<file path="src/rtl/calc_pkg.sv">
// Shared definitions for the calculator entry front end: key codes,
// operator codes, the NaN result marker and the entry FSM encoding.
package calc_pkg;

    localparam logic [3:0]  KEY_EQ    = 4'd10;
    localparam logic [3:0]  KEY_CLR   = 4'd11;
    localparam logic [3:0]  OP_PLUS   = 4'd12;
    localparam logic [3:0]  OP_MINUS  = 4'd13;
    localparam logic [3:0]  OP_MULT   = 4'd14;
    localparam logic [3:0]  OP_DIV    = 4'd15;
    localparam logic [15:0] NAN       = 16'hFBAB;

    typedef enum logic [2:0] {
        S_NUM1   = 3'd0,
        S_OP     = 3'd1,
        S_NUM2   = 3'd2,
        S_EXEC   = 3'd3,
        S_WAIT   = 3'd4,
        S_RESULT = 3'd5
    } state_t;

    // Key codes 0..9 are decimal digits.
    function automatic logic is_digit(input logic [3:0] k);
        return (k <= 4'd9);
    endfunction

    // Key codes 12..15 are the four operators.
    function automatic logic is_op(input logic [3:0] k);
        return (k >= OP_PLUS);
    endfunction

endpackage

</file>
<file path="src/rtl/calc_entry_ctrl_if.sv">
// Keypad / arithmetic-unit side bus of the calculator entry controller.
// master: keypad and arithmetic unit side; slave: the entry controller.
interface calc_entry_ctrl_if;
    logic [3:0]  key;
    logic        key_valid;
    logic [15:0] res;
    logic [15:0] num1;
    logic [15:0] num2;
    logic [3:0]  op;
    logic        exe;
    logic [15:0] disp;
    logic        err;

    modport master (
        output key, key_valid, res,
        input  num1, num2, op, exe, disp, err
    );

    modport slave (
        input  key, key_valid, res,
        output num1, num2, op, exe, disp, err
    );
endinterface

</file>
<file path="src/rtl/bcd_digit_reg.sv">
// BCD operand register: digits shift in from the right, a single digit or a
// whole word can be loaded, and 'full' flags a non-zero top digit so the
// owner can refuse further digits.
module bcd_digit_reg #(
    parameter int DIGITS = 4
) (
    input  logic                  clk,
    input  logic                  rst,
    input  logic                  clr,
    input  logic                  load_digit,
    input  logic                  shift_digit,
    input  logic                  load_word,
    input  logic [3:0]            digit,
    input  logic [4*DIGITS-1:0]   word,
    output logic [4*DIGITS-1:0]   val,
    output logic                  full
);
    localparam int W = 4 * DIGITS;

    logic [W-1:0] val_q;
    logic [W-1:0] val_d;

    // Next operand value; clear wins over word load, word over digit load.
    always_comb begin
        val_d = val_q;
        if (clr) begin
            val_d = '0;
        end else if (load_word) begin
            val_d = word;
        end else if (load_digit) begin
            val_d = {{(W-4){1'b0}}, digit};
        end else if (shift_digit) begin
            val_d = {val_q[W-5:0], digit};
        end else begin
            val_d = val_q;
        end
    end

    // Operand storage.
    always_ff @(posedge clk or posedge rst) begin
        if (rst) begin
            val_q <= '0;
        end else begin
            val_q <= val_d;
        end
    end

    assign full = (val_q[W-1:W-4] != 4'd0);
    assign val  = val_q;
endmodule

</file>
<file path="src/rtl/calc_entry_ctrl.sv">
// Calculator entry controller: collects BCD operands and an operator from
// key codes, strobes the arithmetic unit, captures its result for display
// and supports chaining the result into the next calculation.
module calc_entry_ctrl
    import calc_pkg::*;
#(
    parameter int DIGITS = 4
) (
    input  logic               clk,
    input  logic               rst,
    calc_entry_ctrl_if.slave   bus
);
    state_t      state_q, state_d;
    logic [3:0]  op_q, op_d;
    logic [15:0] acc_q, acc_d;

    logic        n1_clr, n1_ld_dig, n1_shift, n1_ld_word, n1_full;
    logic        n2_clr, n2_ld_dig, n2_shift, n2_full;
    logic [15:0] num1_s, num2_s;
    logic [15:0] disp_s;
    logic        kv_dig_s, kv_op_s;

    assign kv_dig_s = bus.key_valid && is_digit(bus.key);
    assign kv_op_s  = bus.key_valid && is_op(bus.key);

    bcd_digit_reg #(.DIGITS(DIGITS)) u_num1 (
        .clk         (clk),
        .rst         (rst),
        .clr         (n1_clr),
        .load_digit  (n1_ld_dig),
        .shift_digit (n1_shift),
        .load_word   (n1_ld_word),
        .digit       (bus.key),
        .word        (acc_q),
        .val         (num1_s),
        .full        (n1_full)
    );

    bcd_digit_reg #(.DIGITS(DIGITS)) u_num2 (
        .clk         (clk),
        .rst         (rst),
        .clr         (n2_clr),
        .load_digit  (n2_ld_dig),
        .shift_digit (n2_shift),
        .load_word   (1'b0),
        .digit       (bus.key),
        .word        (16'h0000),
        .val         (num2_s),
        .full        (n2_full)
    );

    // Next-state, operator, result capture and operand control decode.
    always_comb begin
        state_d    = state_q;
        op_d       = op_q;
        acc_d      = acc_q;
        n1_clr     = 1'b0;
        n1_ld_dig  = 1'b0;
        n1_shift   = 1'b0;
        n1_ld_word = 1'b0;
        n2_clr     = 1'b0;
        n2_ld_dig  = 1'b0;
        n2_shift   = 1'b0;
        if (bus.key_valid && (bus.key == KEY_CLR)) begin
            n1_clr  = 1'b1;
            n2_clr  = 1'b1;
            acc_d   = 16'h0000;
            op_d    = OP_PLUS;
            state_d = S_NUM1;
        end else begin
            case (state_q)
                S_NUM1: begin
                    if (kv_dig_s) begin
                        n1_shift = !n1_full;
                    end else if (kv_op_s) begin
                        op_d    = bus.key;
                        state_d = S_OP;
                    end else begin
                        state_d = S_NUM1;
                    end
                end
                S_OP: begin
                    if (kv_op_s) begin
                        op_d = bus.key;
                    end else if (kv_dig_s) begin
                        n2_ld_dig = 1'b1;
                        state_d   = S_NUM2;
                    end else begin
                        state_d = S_OP;
                    end
                end
                S_NUM2: begin
                    if (kv_dig_s) begin
                        n2_shift = !n2_full;
                    end else if (bus.key_valid && (bus.key == KEY_EQ)) begin
                        state_d = S_EXEC;
                    end else begin
                        state_d = S_NUM2;
                    end
                end
                S_EXEC: begin
                    state_d = S_WAIT;
                end
                S_WAIT: begin
                    acc_d   = bus.res;
                    state_d = S_RESULT;
                end
                S_RESULT: begin
                    if (kv_dig_s) begin
                        n1_ld_dig = 1'b1;
                        n2_clr    = 1'b1;
                        state_d   = S_NUM1;
                    end else if (kv_op_s && (acc_q != NAN)) begin
                        n1_ld_word = 1'b1;
                        n2_clr     = 1'b1;
                        op_d       = bus.key;
                        state_d    = S_OP;
                    end else begin
                        state_d = S_RESULT;
                    end
                end
                default: begin
                    state_d = S_NUM1;
                end
            endcase
        end
    end

    // State, operator and captured-result registers.
    always_ff @(posedge clk or posedge rst) begin
        if (rst) begin
            state_q <= S_NUM1;
            op_q    <= OP_PLUS;
            acc_q   <= 16'h0000;
        end else begin
            state_q <= state_d;
            op_q    <= op_d;
            acc_q   <= acc_d;
        end
    end

    // Display source follows the phase of entry.
    always_comb begin
        disp_s = num1_s;
        case (state_q)
            S_NUM1, S_OP:          disp_s = num1_s;
            S_NUM2, S_EXEC, S_WAIT: disp_s = num2_s;
            S_RESULT:              disp_s = acc_q;
            default:               disp_s = num1_s;
        endcase
    end

    assign bus.num1 = num1_s;
    assign bus.num2 = num2_s;
    assign bus.op   = op_q;
    assign bus.exe  = (state_q == S_EXEC);
    assign bus.disp = disp_s;
    assign bus.err  = (state_q == S_RESULT) && (acc_q == NAN);
endmodule

</file>
<file path="src/flat_wrapper.sv">
// flat-port wrapper written by rule: the top's interface ports become plain ports
module calc_entry_ctrl_flat import calc_pkg::*;
#(
    parameter int DIGITS = 4
)
  (clk, rst, bus_key, bus_key_valid, bus_res, bus_num1, bus_num2, bus_op, bus_exe, bus_disp, bus_err);
  calc_entry_ctrl_if bus_i ();
  input  logic clk;
  input  logic rst;
  input wire logic [$bits(bus_i.key)-1:0] bus_key;
  input wire logic [$bits(bus_i.key_valid)-1:0] bus_key_valid;
  input wire logic [$bits(bus_i.res)-1:0] bus_res;
  output wire logic [$bits(bus_i.num1)-1:0] bus_num1;
  output wire logic [$bits(bus_i.num2)-1:0] bus_num2;
  output wire logic [$bits(bus_i.op)-1:0] bus_op;
  output wire logic [$bits(bus_i.exe)-1:0] bus_exe;
  output wire logic [$bits(bus_i.disp)-1:0] bus_disp;
  output wire logic [$bits(bus_i.err)-1:0] bus_err;
  assign bus_i.key = bus_key;
  assign bus_i.key_valid = bus_key_valid;
  assign bus_i.res = bus_res;
  assign bus_num1 = bus_i.num1;
  assign bus_num2 = bus_i.num2;
  assign bus_op = bus_i.op;
  assign bus_exe = bus_i.exe;
  assign bus_disp = bus_i.disp;
  assign bus_err = bus_i.err;
  calc_entry_ctrl #(.DIGITS(DIGITS)) u_core (.clk(clk), .rst(rst), .bus(bus_i));
endmodule
</file>
<file path="config.mk">
export PLATFORM = sky130hd
export DESIGN_NAME = calc_entry_ctrl_flat
export DESIGN_NICKNAME = d
export VERILOG_FILES = /design/src/rtl/calc_pkg.sv /design/src/rtl/calc_entry_ctrl_if.sv /design/src/rtl/bcd_digit_reg.sv /design/src/rtl/calc_entry_ctrl.sv /design/src/flat_wrapper.sv
export SDC_FILE = /design/constraint.sdc
export NUM_CORES = 1
export LEC_CHECK = 0
export CORE_ASPECT_RATIO = 1.2
export CORE_MARGIN = 2
export CORE_UTILIZATION = 31
export DETAILED_ROUTE_END_ITERATION = 8
export SLEW_MARGIN = 25
export SYNTH_ARGS = -nofsm -noshare
export SYNTH_HDL_FRONTEND = slang
export SYNTH_HIERARCHICAL = 1
export SYNTH_SLANG_ARGS = --single-unit
export TNS_END_PERCENT = 30
</file>
<file path="constraint.sdc">
create_clock -name clk -period 3.8 [get_ports clk]
set_clock_uncertainty 0.05 [all_clocks]
set_input_delay 0.57 -clock clk [delete_from_list [all_inputs] [get_ports clk]]
set_output_delay 0.57 -clock clk [all_outputs]
set_load 0.1 [all_outputs]
</file>
== Word-level counts from Yosys, hierarchy flattened ==
Cells that the tools add are included.
Word-level totals
  flip-flop bits (word level): 55
  latch bits: 0
  bits in writable memories: 0
  memory bits (read-only): 0
  input port bits: 23
  output and inout port bits: 54
  memories kept: 0
Cells by class
  add/subtract/negate cells: 0
  multiply operators: 0
  divide/modulo/power cells: 0
  $lt $le $gt $ge: 2
  eq/ne operators: 14
  shifts and indexed selects: 0
  multiplexer cells: 46
  bitwise logic cells: 0
  reduce and logical (&&, ||, !) cells: 18
Operators by type and width (count)
  two-way mux 16 bit: 9
  case mux 16 bit (2 select lines): 1
  two-way mux 1 bit: 22
  two-way mux 4 bit: 5
  two-way mux 3 bit: 6
  case mux 3 bit (6 select lines): 1
  equality test 16 bit, second input constant: 1
  inequality test 16 bit, second input constant: 1
  nonzero test 4 bit: 4
  inequality test 3 bit, second input constant: 4
  case mux 4 bit (3 select lines): 1
  equality test 4 bit, second input constant: 2
  equality test 3 x 2 -> 1 bit, second input constant: 2
  equality test 3 bit, second input constant: 2
  logical AND 1 bit: 6
  >= comparator 4 bit, second input constant: 1
  <= comparator 4 bit, second input constant: 1
  AND reduction 4 bit: 1
  equality test 3 x 1 -> 1 bit, second input constant: 1
  logical NOT 3 bit: 1
  inequality test 3 x 1 -> 1 bit, second input constant: 1
  AND reduction 3 bit: 1
  nonzero test 3 bit: 1
  OR reduction 3 bit: 1
  3 further kinds: 4

== Depth between registers and ports, before layout ==
Gate-level depths: netlist of the first run.
  word-level depth: 9
  gate-level depth with buffers: 9

== By module ==
The synthesis of the first run kept the hierarchy.
Modules (own cells, without submodules)
  calc_entry_ctrl: instances 1, cells each 226, area an instance 1784.2 µm², sequential area each 578.1 µm²
  bcd_digit_reg: instances 2, cells each 62, area an instance 803.3 µm², sequential area each 400.4 µm²

== Worst setup path after synthesis of the first run ==
Ideal clock, no wire load.
  kind: reg2out
  start: register u_core.u_num2.val_q[0] (netlist: u_core/u_num2/val[0])
  end: output port bus_disp[0]
  arrival: 3.243 ns
  setup slack: -0.063 ns
  stages on the path, launching flop included: 3
  path buffers: 0
  cells stage by stage: dfrtp_1 -> mux2i_1 -> o21ai_0
On the way
  cells in the longest elaborated chain, start to end: 1
RTL lines
  start, declared: RTL line bcd_digit_reg.sv:20  | logic [W-1:0] val_q;
  start signal, assigned: RTL line bcd_digit_reg.sv:44  | val_q <= val_d;
  case mux 16 bit (2 select lines): RTL line calc_entry_ctrl.sv:145  | case (state_q)
  end, declared: RTL line flat_wrapper.sv:17  | output wire logic [$bits(bus_i.disp)-1:0] bus_disp;
No other way between the ends.

== Final worst setup path of the first run ==
  start: register u_core.acc_q[10]
  end: output port bus_err
On the way
  cells in the longest elaborated chain, start to end: 2
RTL lines
  start, declared: RTL line calc_entry_ctrl.sv:15  | logic [15:0] acc_q, acc_d;
  start signal, assigned: RTL line calc_entry_ctrl.sv:134  | acc_q <= 16'h0000;
  start signal, assigned: RTL line calc_entry_ctrl.sv:138  | acc_q <= acc_d;
  equality test 16 bit: RTL line calc_entry_ctrl.sv:158  | assign bus.err = (state_q == S_RESULT) && (acc_q == NAN);
  logical AND 1 bit: RTL line calc_entry_ctrl.sv:158
  end, declared: RTL line flat_wrapper.sv:18  | output wire logic [$bits(bus_i.err)-1:0] bus_err;
No other way between the ends.

==> results.cfg, run 1 <==
[run_status]
status = completed

[die]
fp.dieW_um = 99.47
die_h_um = 118.6
pin_count = 77
start_util_pct = 32.09
rows = 41
die_area_sq_mm = 0.01179
core_area_sq_mm = 0.01057

[cts]
clockBufferDepth = 2
post_cts_buffers = 0
cts_resized = 0
clock_latency_ns = 0.30
root_buffer = clkbuf_16
hold_buffers = 0
clk_pin_slew_ns = 0.07
cts.sinks = 55
numCtsBuffers = 5
htree_levels = 2
tritoncts = done

[critical_path]
crit_chain = nand4bb_1 -> or4_4 -> nor2_4 -> buf_4
critPathCaptureType = primary output
worst-path-buf-inv = 1
critPathMaxStageDelay_ns = 0.60
cpMaxStageDelayCell = or4_4
cp.required_ns = 3.18
critical_path.top_delay_family = simple AND/OR/NAND/NOR gates
critical_path.startpoint_type = register
critical_path_class = register to primary output
arrival_ns = 2.04
crit_fanout = 4

[place]
dp_hpwl_mm = 7.372
gp_congestion = 0.8331
portBuffers = 76

[finish]
fillers = 1087
syn2layout_area_growth_pct = 29.34
layout.nets = 451
drive_above_1_share_pct = 10.72
final_core_util_pct = 41.50
antenna_cells = 0

[logic_synthesis]
syn_avg_cell_area_sq_um = 9.688
synth_warnings = 6
synth_area_sq_mm = 0.003391
ys_ff_latch = 55
synthFlopType = dfrtp_1
synthTopCellsByArea = dfrtp_1 39%, mux2i_1 19%, o2bb2ai_1 6.2%, nand2_1 6.1%, o211ai_1 3.5%
async_reset_ff_share_pct = 100.0
synth_top_cell_area_share_pct = 39.11
synth_edf_count = 0
synth.largest_area_cell = dfrtp_1
syn_inst = 350
synth_cell_types = 45
seq_area_frac_synth_pct = 40.66

[global_routing]
antenna_found_initial = 0
grt_util_all_layers_pct = 17.30
grt_pass1_vias = 2977
grt_start_max_net_pins = 38
grt_pass1_wl_mm = 16.04
overflow = 0

[routing]
avgRoutedWirePerCell_um = 17.91
drt_first_iter_violations = 157
vias_per_cell = 5.246
dr.pass1.iters = 5
finalWirelength_mm = 9.991
drc_errors = 0
vias = 2927
postRouteAntennaNets = 0

[sta]
drv_slew = 0
fin_crit_sh_pct = 70.09
timing.fmax_mhz = 375.4
max_slew.worst_pin.slew_ns = 0.9747
setup-violations-final = 0
relSlewSlack_pct = 34.82
hold_violations = 0
rsz0062_at_grt = no
period_needed_ns = 2.663

[worst_hold_path]
hold_class = register to register

[flow_run]
maxCapViolations = 0
placed cells by master (no fill, tap or decap), types with 2 or more instances in the layout:
cell type,n
a211oi_1,9
nand4b_1,2
or4_1,2
o21ai_1,10
nand3_1,3
or3_4,4
dfrtp_1,52
inv_1,3
or3_1,2
and2_1,2
o211ai_1,16
o2bb2ai_1,24
nor3_1,3
nor4_1,9
dfstp_2,2
nor3_2,2
buf_4,24
a31oi_1,2
nand2_1,55
o21ai_0,7
nor2b_1,4
a21oi_1,16
mux2i_1,66
clkbuf_16,5
o21a_1,2
conb_1,18
clkdlybuf4s50_1,58
nor2_1,8
registers in the layout (all words and copies together), names as in the netlist:
name	flops
u_core/acc_q	16
u_core/bus.op	4
u_core/state_q	3
u_core/u_num1/val	16
u_core/u_num2/val	16
worst paths after layout:
| kind | startpoint | end | slack, ns | cells after the start |
|---|---|---|---|---|
| setup reg to reg | u_core/state_q[1]$_DFFE_PP0P_ | u_core/u_num1/val[4]$_DFFE_PP0P_ | 1.25 | 6 |
| min in group asynchronous | rst | u_core/u_num2/val[5]$_DFFE_PP0P_ | 0.70 | 2 |
| max in group asynchronous | rst | u_core/state_q[0]$_DFFE_PP0P_ | 2.28 | 2 |
| hold reg to reg | u_core/bus.op[1]$_DFFE_PP0P_ | u_core/bus.op[1]$_DFFE_PP0P_ | 0.49 | 2 |
| hold / removal | u_core/bus.op[1]$_DFFE_PP0P_ | u_core/bus.op[1]$_DFFE_PP0P_ | 0.49 | 2 |
| setup / recovery | u_core/acc_q[10]$_DFFE_PP0P_ | bus_err | 1.14 | 4 |
routing by layer:
layer / wire, um / part of all wire, % / global-route usage (%)
met1: 4314 / 43 / 22.51
met2: 4970 / 50 / 29.10
met3: 576 / 5.8 / 3.016
met4: 130 / 1.3 / 5.308
met5: 0 / 0 / 0
worst register-to-register path, stage by stage (launching register included):
cell and delay, ns:
dfrtp_1 0.39, inv_2 0.43, nand3_2 0.26, nor3_1 0.19, buf_4 0.22, nor2b_1 0.76
o2bb2ai_1 0.19
cell families (layout without fill, tap and decap cells):
group                  count (synthesis)  after routing  share of synthesized area (%)
other                                  1             18                         0.1106
and+or+nand+nor                      104            104                          15.79
AOI/OAI and AO/OA                     92             92                          18.86
muxes                                 66             66                          19.48
DFF                                   55             55                          40.66
buffers and inverters                 32             94                          5.092
layout make-up:
type                       count  area (sq um)  share of cell area, %
clock buffer                   6         138.9                  3.167
clock inverter                 2         16.27                 0.3709
inverter                       4         15.01                 0.3424
multi-input combinational    280          1913                  43.62
sequential                    55          1380                  31.47
tap                          129         161.4                  3.680
timing repair buffer          82         760.7                  17.35
cells in the mapped netlist (3+ instances only):
library cell and n:
nor2_1 8, clkbuf_1 10, buf_2 8, mux2i_1 66, a211oi_1 9, nor2b_1 4, buf_1 4, o21ai_0 9
nor4_1 9, nand2_1 55, o21ai_1 8, or3_4 4, a21oi_1 16, nand3_1 3, dfrtp_1 53, o211ai_1 16
nor3_1 5, o2bb2ai_1 24, inv_1 3
per-stage QoR:
| stage | hold slack [ns] | instances | area (sq um) | setup WS [ns] | setup TNS, ns |
|---|---|---|---|---|---|
| 4_1_cts | 0.5022 | 558 | 4384 | 0.8506 | 0 |
| 6_report | 0.4868 | 558 | 4385 | 1.137 | 0 |
| 5_1_grt | 0.5306 | 558 | 4385 | 1.008 | 0 |
| 2_1_floorplan | 0.4337 | 367 | 3455 | -0.06292 | -0.3650 |
| 3_3_place_gp | 0.4792 | 550 | 4229 | 0.9527 | 0 |
| 3_5_place_dp | 0.4853 | 550 | 4229 | 0.8911 | 0 |
Power of run 1 is left out: the tool's default activity adds up to more than one toggle a clock period on the data nets, which glitch-free logic cannot reach.
==> inputs of run 2 (changes only) <==
Clock period 3.8 ns to 2.63 ns, I/O delays scaled along.
==> run 2 against run 1 <==
Global-route usage is essentially flat. Via count grew 4.0%. Sequential cell count is the same. First-iteration DRC count shrank 14%. Worst hold slack gained 0.0089 ns. Wire length grew 1.8%. Largest cell class unchanged.
==> results.cfg, run 2 (synthesized netlist as in run 1, its figures left out) <==
[routing]
avgRoutedWirePerCell_um = 17.82
drc_errors = 0
dr.pass1.iters = 4
postRouteAntennaNets = 0
finalWirelength_mm = 10.17
vias_per_cell = 5.333
vias = 3045
drt_first_iter_violations = 135

[cts]
tritoncts = done
numCtsBuffers = 5
clockBufferDepth = 2
cts_resized = 0
post_cts_buffers = 0
htree_levels = 2
root_buffer = clkbuf_16
hold_buffers = 0
cts.sinks = 55
clk_pin_slew_ns = 0.07
clock_latency_ns = 0.29

[die]
start_util_pct = 32.09
pin_count = 77
rows = 41
die_h_um = 118.6
die_area_sq_mm = 0.01179
fp.dieW_um = 99.47
core_area_sq_mm = 0.01057

[sta]
fin_setup_tns_ns = 0
max_slew.worst_pin.slew_ns = 0.8722
hold_violations = 0
setup-violations-final = 0
timing.fmax_mhz = 420.8
rsz0062_at_grt = no
period_needed_ns = 2.376
timing.final.ws_setup_ns = 0.2538
drv_slew = 0
fin_crit_sh_pct = 90.35
relSlewSlack_pct = 41.74

[critical_path]
critical_path.startpoint_type = register
cp.required_ns = 2.19
crit_chain = buf_4 -> mux2i_1 -> nand2_1 -> o211ai_1 -> o21ai_1 -> buf_12
crit_fanout = 18
critPathCaptureType = primary output
arrival_ns = 1.93
critical_path_class = register to primary output
cpMaxStageDelayCell = dfrtp_1
critPathMaxStageDelay_ns = 0.46

[global_routing]
overflow = 0
antenna_found_initial = 0
grt_pass1_wl_mm = 16.21
grt_pass1_vias = 2946
grt_start_max_net_pins = 42
grt_util_all_layers_pct = 17.34

[finish]
drive_above_1_share_pct = 22.17
fillers = 1033
final_common_cell = mux2i_1
syn2layout_area_growth_pct = 37.12
final_core_util_pct = 44.00
layout.nets = 464
layout_common_cells = 66 x mux2i_1, 55 x nand2_1, 53 x buf_4, 53 x dfrtp_1, 24 x o2bb2ai_1
antenna_cells = 0

[place]
post-place-ws_ns = 0.08501
portBuffers = 76
dp_hpwl_mm = 7.714
gp_congestion = 0.9133

[run_status]
status = completed

[flow_run]
maxCapViolations = 0

[worst_hold_path]
hold_class = input pin to asynchronous set/reset pin
==> run 2: cell count changes in the layout (fill, tap and decap cells not counted), moves of 2 or more <==
cell	previous run	this run
buf_4	24	53
clkdlybuf4s50_1	58	22
o21ai_2	1	5
o21ai_1	10	12
o21ai_0	7	1
buf_12	0	20
==> run 2: metal layers <==
metal | routed length (um) | global-route usage, % | part of all wire (%)
met2 | 5187 | 29.60 | 51
met1 | 4324 | 22.50 | 43
met3 | 490 | 2.720 | 4.8
met4 | 170 | 5.051 | 1.7
met5 | 0 | 0 | 0
==> run 2: path summary, 6_finish.rpt <==
kind / start / to / slack, ns / cells past startpoint
max: u_core/state_q[0]$_DFFE_PP0P_ / bus_disp[1] / 0.25 / 6
min: rst / u_core/state_q[1]$_DFFE_PP0P_ / 0.50 / 3
max reg2reg: u_core/u_num1/val[13]$_DFFE_PP0P_ / u_core/u_num1/val[14]$_DFFE_PP0P_ / 0.42 / 5
min reg2reg: u_core/bus.op[0]$_DFFE_PP0P_ / u_core/bus.op[0]$_DFFE_PP0P_ / 0.50 / 2
max in group asynchronous: rst / u_core/u_num1/val[9]$_DFFE_PP0P_ / 1.55 / 2
min in group clk: u_core/bus.op[0]$_DFFE_PP0P_ / u_core/bus.op[0]$_DFFE_PP0P_ / 0.50 / 2
==> run 2: per-stage QoR <==
stage | std cells | area [sq um] | hold slack (ns)
floorplan | 367 | 3470 | 0.2582
global placement | 563 | 4502 | 0.4700
detailed placement | 563 | 4502 | 0.4787
CTS | 571 | 4649 | 0.4985
global route | 571 | 4649 | 0.5335
finish | 571 | 4649 | 0.4957
==> run 2: layout make-up <==
| class | count | area, sq um | area share, % |
|---|---|---|---|
| repair buffers | 95 | 1018 | 21.91 |
| clock inverters | 3 | 22.52 | 0.4844 |
| multi-input cells | 280 | 1928 | 41.47 |
| clock buffers | 5 | 125.1 | 2.691 |
| inverters | 4 | 15.01 | 0.3229 |
| well taps | 129 | 161.4 | 3.471 |
| flip-flops and latches | 55 | 1379 | 29.66 |
==> run 2: critical path: cells and delay by family (launching register included) <==
kind	cells	cell delay, ns
AND/OR/NAND/NOR	1	0.07
AO/OA/AOI/OAI	2	0.28
buffers and inverters	2	0.58
flip-flops	1	0.46
multiplexers	1	0.23
Power of run 2 is left out for the same reason.
==> inputs of run 3 (changes only) <==
Settings changed: ABC_AREA from default to 1.
==> run 3 against run 2 <==
Final cell count grew 21%. First-iteration DRC count grew 25%. Count of clock-buffer cells in the layout grew 1. Largest cell class unchanged. Fmax shrank 1.5%.
==> results.cfg, run 3 <==
[run_status]
status = completed

[finish]
antenna_cells = 0
final_common_cell = nand2_1
final_core_util_pct = 42.93
syn2layout_area_growth_pct = 33.75
fin_area_sq_mm = 0.004537
layout.nets = 585
layout_common_cells = 215 x nand2_1, 53 x dfrtp_1, 49 x buf_4
drive_above_1_share_pct = 21.53
stdcell_count = 691

[worst_hold_path]
whs_path_depth = 2
whs_endpoint = u_core/bus.op[0]$_DFFE_PP0P_
min_from = u_core/bus.op[0]$_DFFE_PP0P_
hold_class = register to register

[global_routing]
grt_util_all_layers_pct = 17.38
overflow = 0
grt_start_max_net_pins = 31
grt_pass1_wl_mm = 16.35
grt_pass1_vias = 3240
antenna_found_initial = 0

[place]
dp_hpwl_mm = 7.472
portBuffers = 76
dpl_cell_area_sq_mm = 0.004393
gp_congestion = 0.9197
placed_cells = 684

[sta]
rsz0062_at_grt = no
fin_hold_ws_ns = 0.4566
period_needed_ns = 2.411
drv_slew = 0
timing.fmax_mhz = 414.7
relSlewSlack_pct = 58.61
setup-violations-final = 0
max_slew.worst_pin.slew_ns = 0.6200
hold_violations = 0
fin_crit_sh_pct = 91.68

[critical_path]
critPathCaptureType = primary output
critical_path.startpoint_type = register
r2r-start = u_core/state_q[2]$_DFFE_PP0P_
ff2ff_setup_slack_ns = 0.52
crit_fanout = 16
reg2reg_depth = 8
timing.rr.end = u_core/u_num1/val[6]$_DFFE_PP0P_
cp.required_ns = 2.19
critical_path_class = register to primary output
arrival_ns = 1.97

[cts]
htree_levels = 2
post_cts_buffers = 0
numCtsBuffers = 5
cts_resized = 0
tritoncts = done
clockBufferDepth = 2
root_buffer = clkbuf_16
cts.sinks = 55
clk_pin_slew_ns = 0.06
clock_latency_ns = 0.29
hold_buffers = 0

[logic_synthesis]
synth_area_sq_mm = 0.003392
synthTopCellsByCount = 215 x nand2_1, 53 x dfrtp_1, 38 x inv_1
syn_avg_cell_area_sq_um = 7.202
syn_inst = 471
synth.largest_area_cell = dfrtp_1
synth_edf_count = 0
synthTopCellsByArea = dfrtp_1 39%, nand2_1 24%, a211oi_2 4.4%, inv_1 4.2%, nor2_1 4.1%
async_reset_ff_share_pct = 100.0
synth_warnings = 6
synth_top_cell_area_share_pct = 39.10
seq_area_frac_synth_pct = 40.65
synth_cell_types = 31
synthFlopType = dfrtp_1
ys_ff_latch = 55
synth.most_common_cell = nand2_1

[die]
fp.dieW_um = 99.49
pin_count = 77
rows = 41
die_area_sq_mm = 0.01180
start_util_pct = 32.10
die_h_um = 118.6
core_area_sq_mm = 0.01057

[routing]
finalWirelength_mm = 9.752
drc_errors = 0
vias_per_cell = 4.708
vias = 3253
drt_first_iter_violations = 169
postRouteAntennaNets = 0
dr.pass1.iters = 4
avgRoutedWirePerCell_um = 14.11

[flow_run]
maxCapViolations = 0
## run 3: changes by cell type after synthesis, sizes merged, moves of 4 or more
cell,before,now
o211ai,16,12
mux2i,66,0
nor2,9,42
inv,4,44
or3,6,0
nor2b,4,0
o2bb2ai,24,0
nand3,4,12
clkbuf,12,4
nor4,9,1
nand2,55,227
o21ai,18,29
a21oi,16,3
## run 3: area by class of cell
class | instances | area [sq um]
Sequential cell | 55 | 1379
Tap cell | 129 | 161.4
Multi-Input combinational cell | 368 | 1759
Clock buffer | 6 | 138.9
Fill cell | 1085 | 6031
Timing Repair Buffer | 88 | 928.4
Inverter | 44 | 165.2
Clock inverter | 1 | 5.005
## run 3: cell families after synthesis
| kind of cell | count (synthesis) | synth area share, % |
|---|---|---|
| simple gates | 293 | 36.41 |
| buf+inv | 66 | 9.480 |
| compound gates | 56 | 13.35 |
| flops | 55 | 40.65 |
| other cells | 1 | 0.1106 |
## run 3: stage by stage
stage | setup WS (ns) | TNS [ns]
floorplan | -0.2168 | -0.7556
global placement | 0.2655 | 0
detailed placement | 0.2400 | 0
CTS | 0.2221 | 0
global route | 0.08194 | 0
finish | 0.2188 | 0
## run 3: worst max-delay path, cell delays in order (launching register included)
cell	delay (ns)
dfrtp_1	0.47
inv_2	0.13
nor2_4	0.35
buf_4	0.22
o21ai_0	0.11
o211ai_1	0.18
buf_12	0.22
## run 3: layer usage
layer,track usage [%],up-vias,wire length [um]
met3,2.543,15,615
li1,-,1624,-
met2,28.42,105,4831
met4,6.421,0,208
met1,23.19,1509,4098
met5,0,-,0
## run 3: worst max-delay path by stage
stage,start,to,cells after the start
3_5_place_dp,bus_key[3],u_core/u_num2/val[3]$_DFFE_PP0P_,8
6_report,u_core/state_q[2]$_DFFE_PP0P_,bus_disp[7],6
4_1_cts,u_core/state_q[2]$_DFFE_PP0P_,bus_disp[7],6
2_1_floorplan,u_core/state_q[1]$_DFFE_PP0P_,bus_disp[12],6
5_1_grt,u_core/state_q[0]$_DFFE_PP0P_,bus_disp[10],7
3_3_place_gp,bus_key[3],u_core/u_num2/val[3]$_DFFE_PP0P_,8
Power of run 3 is left out for the same reason.
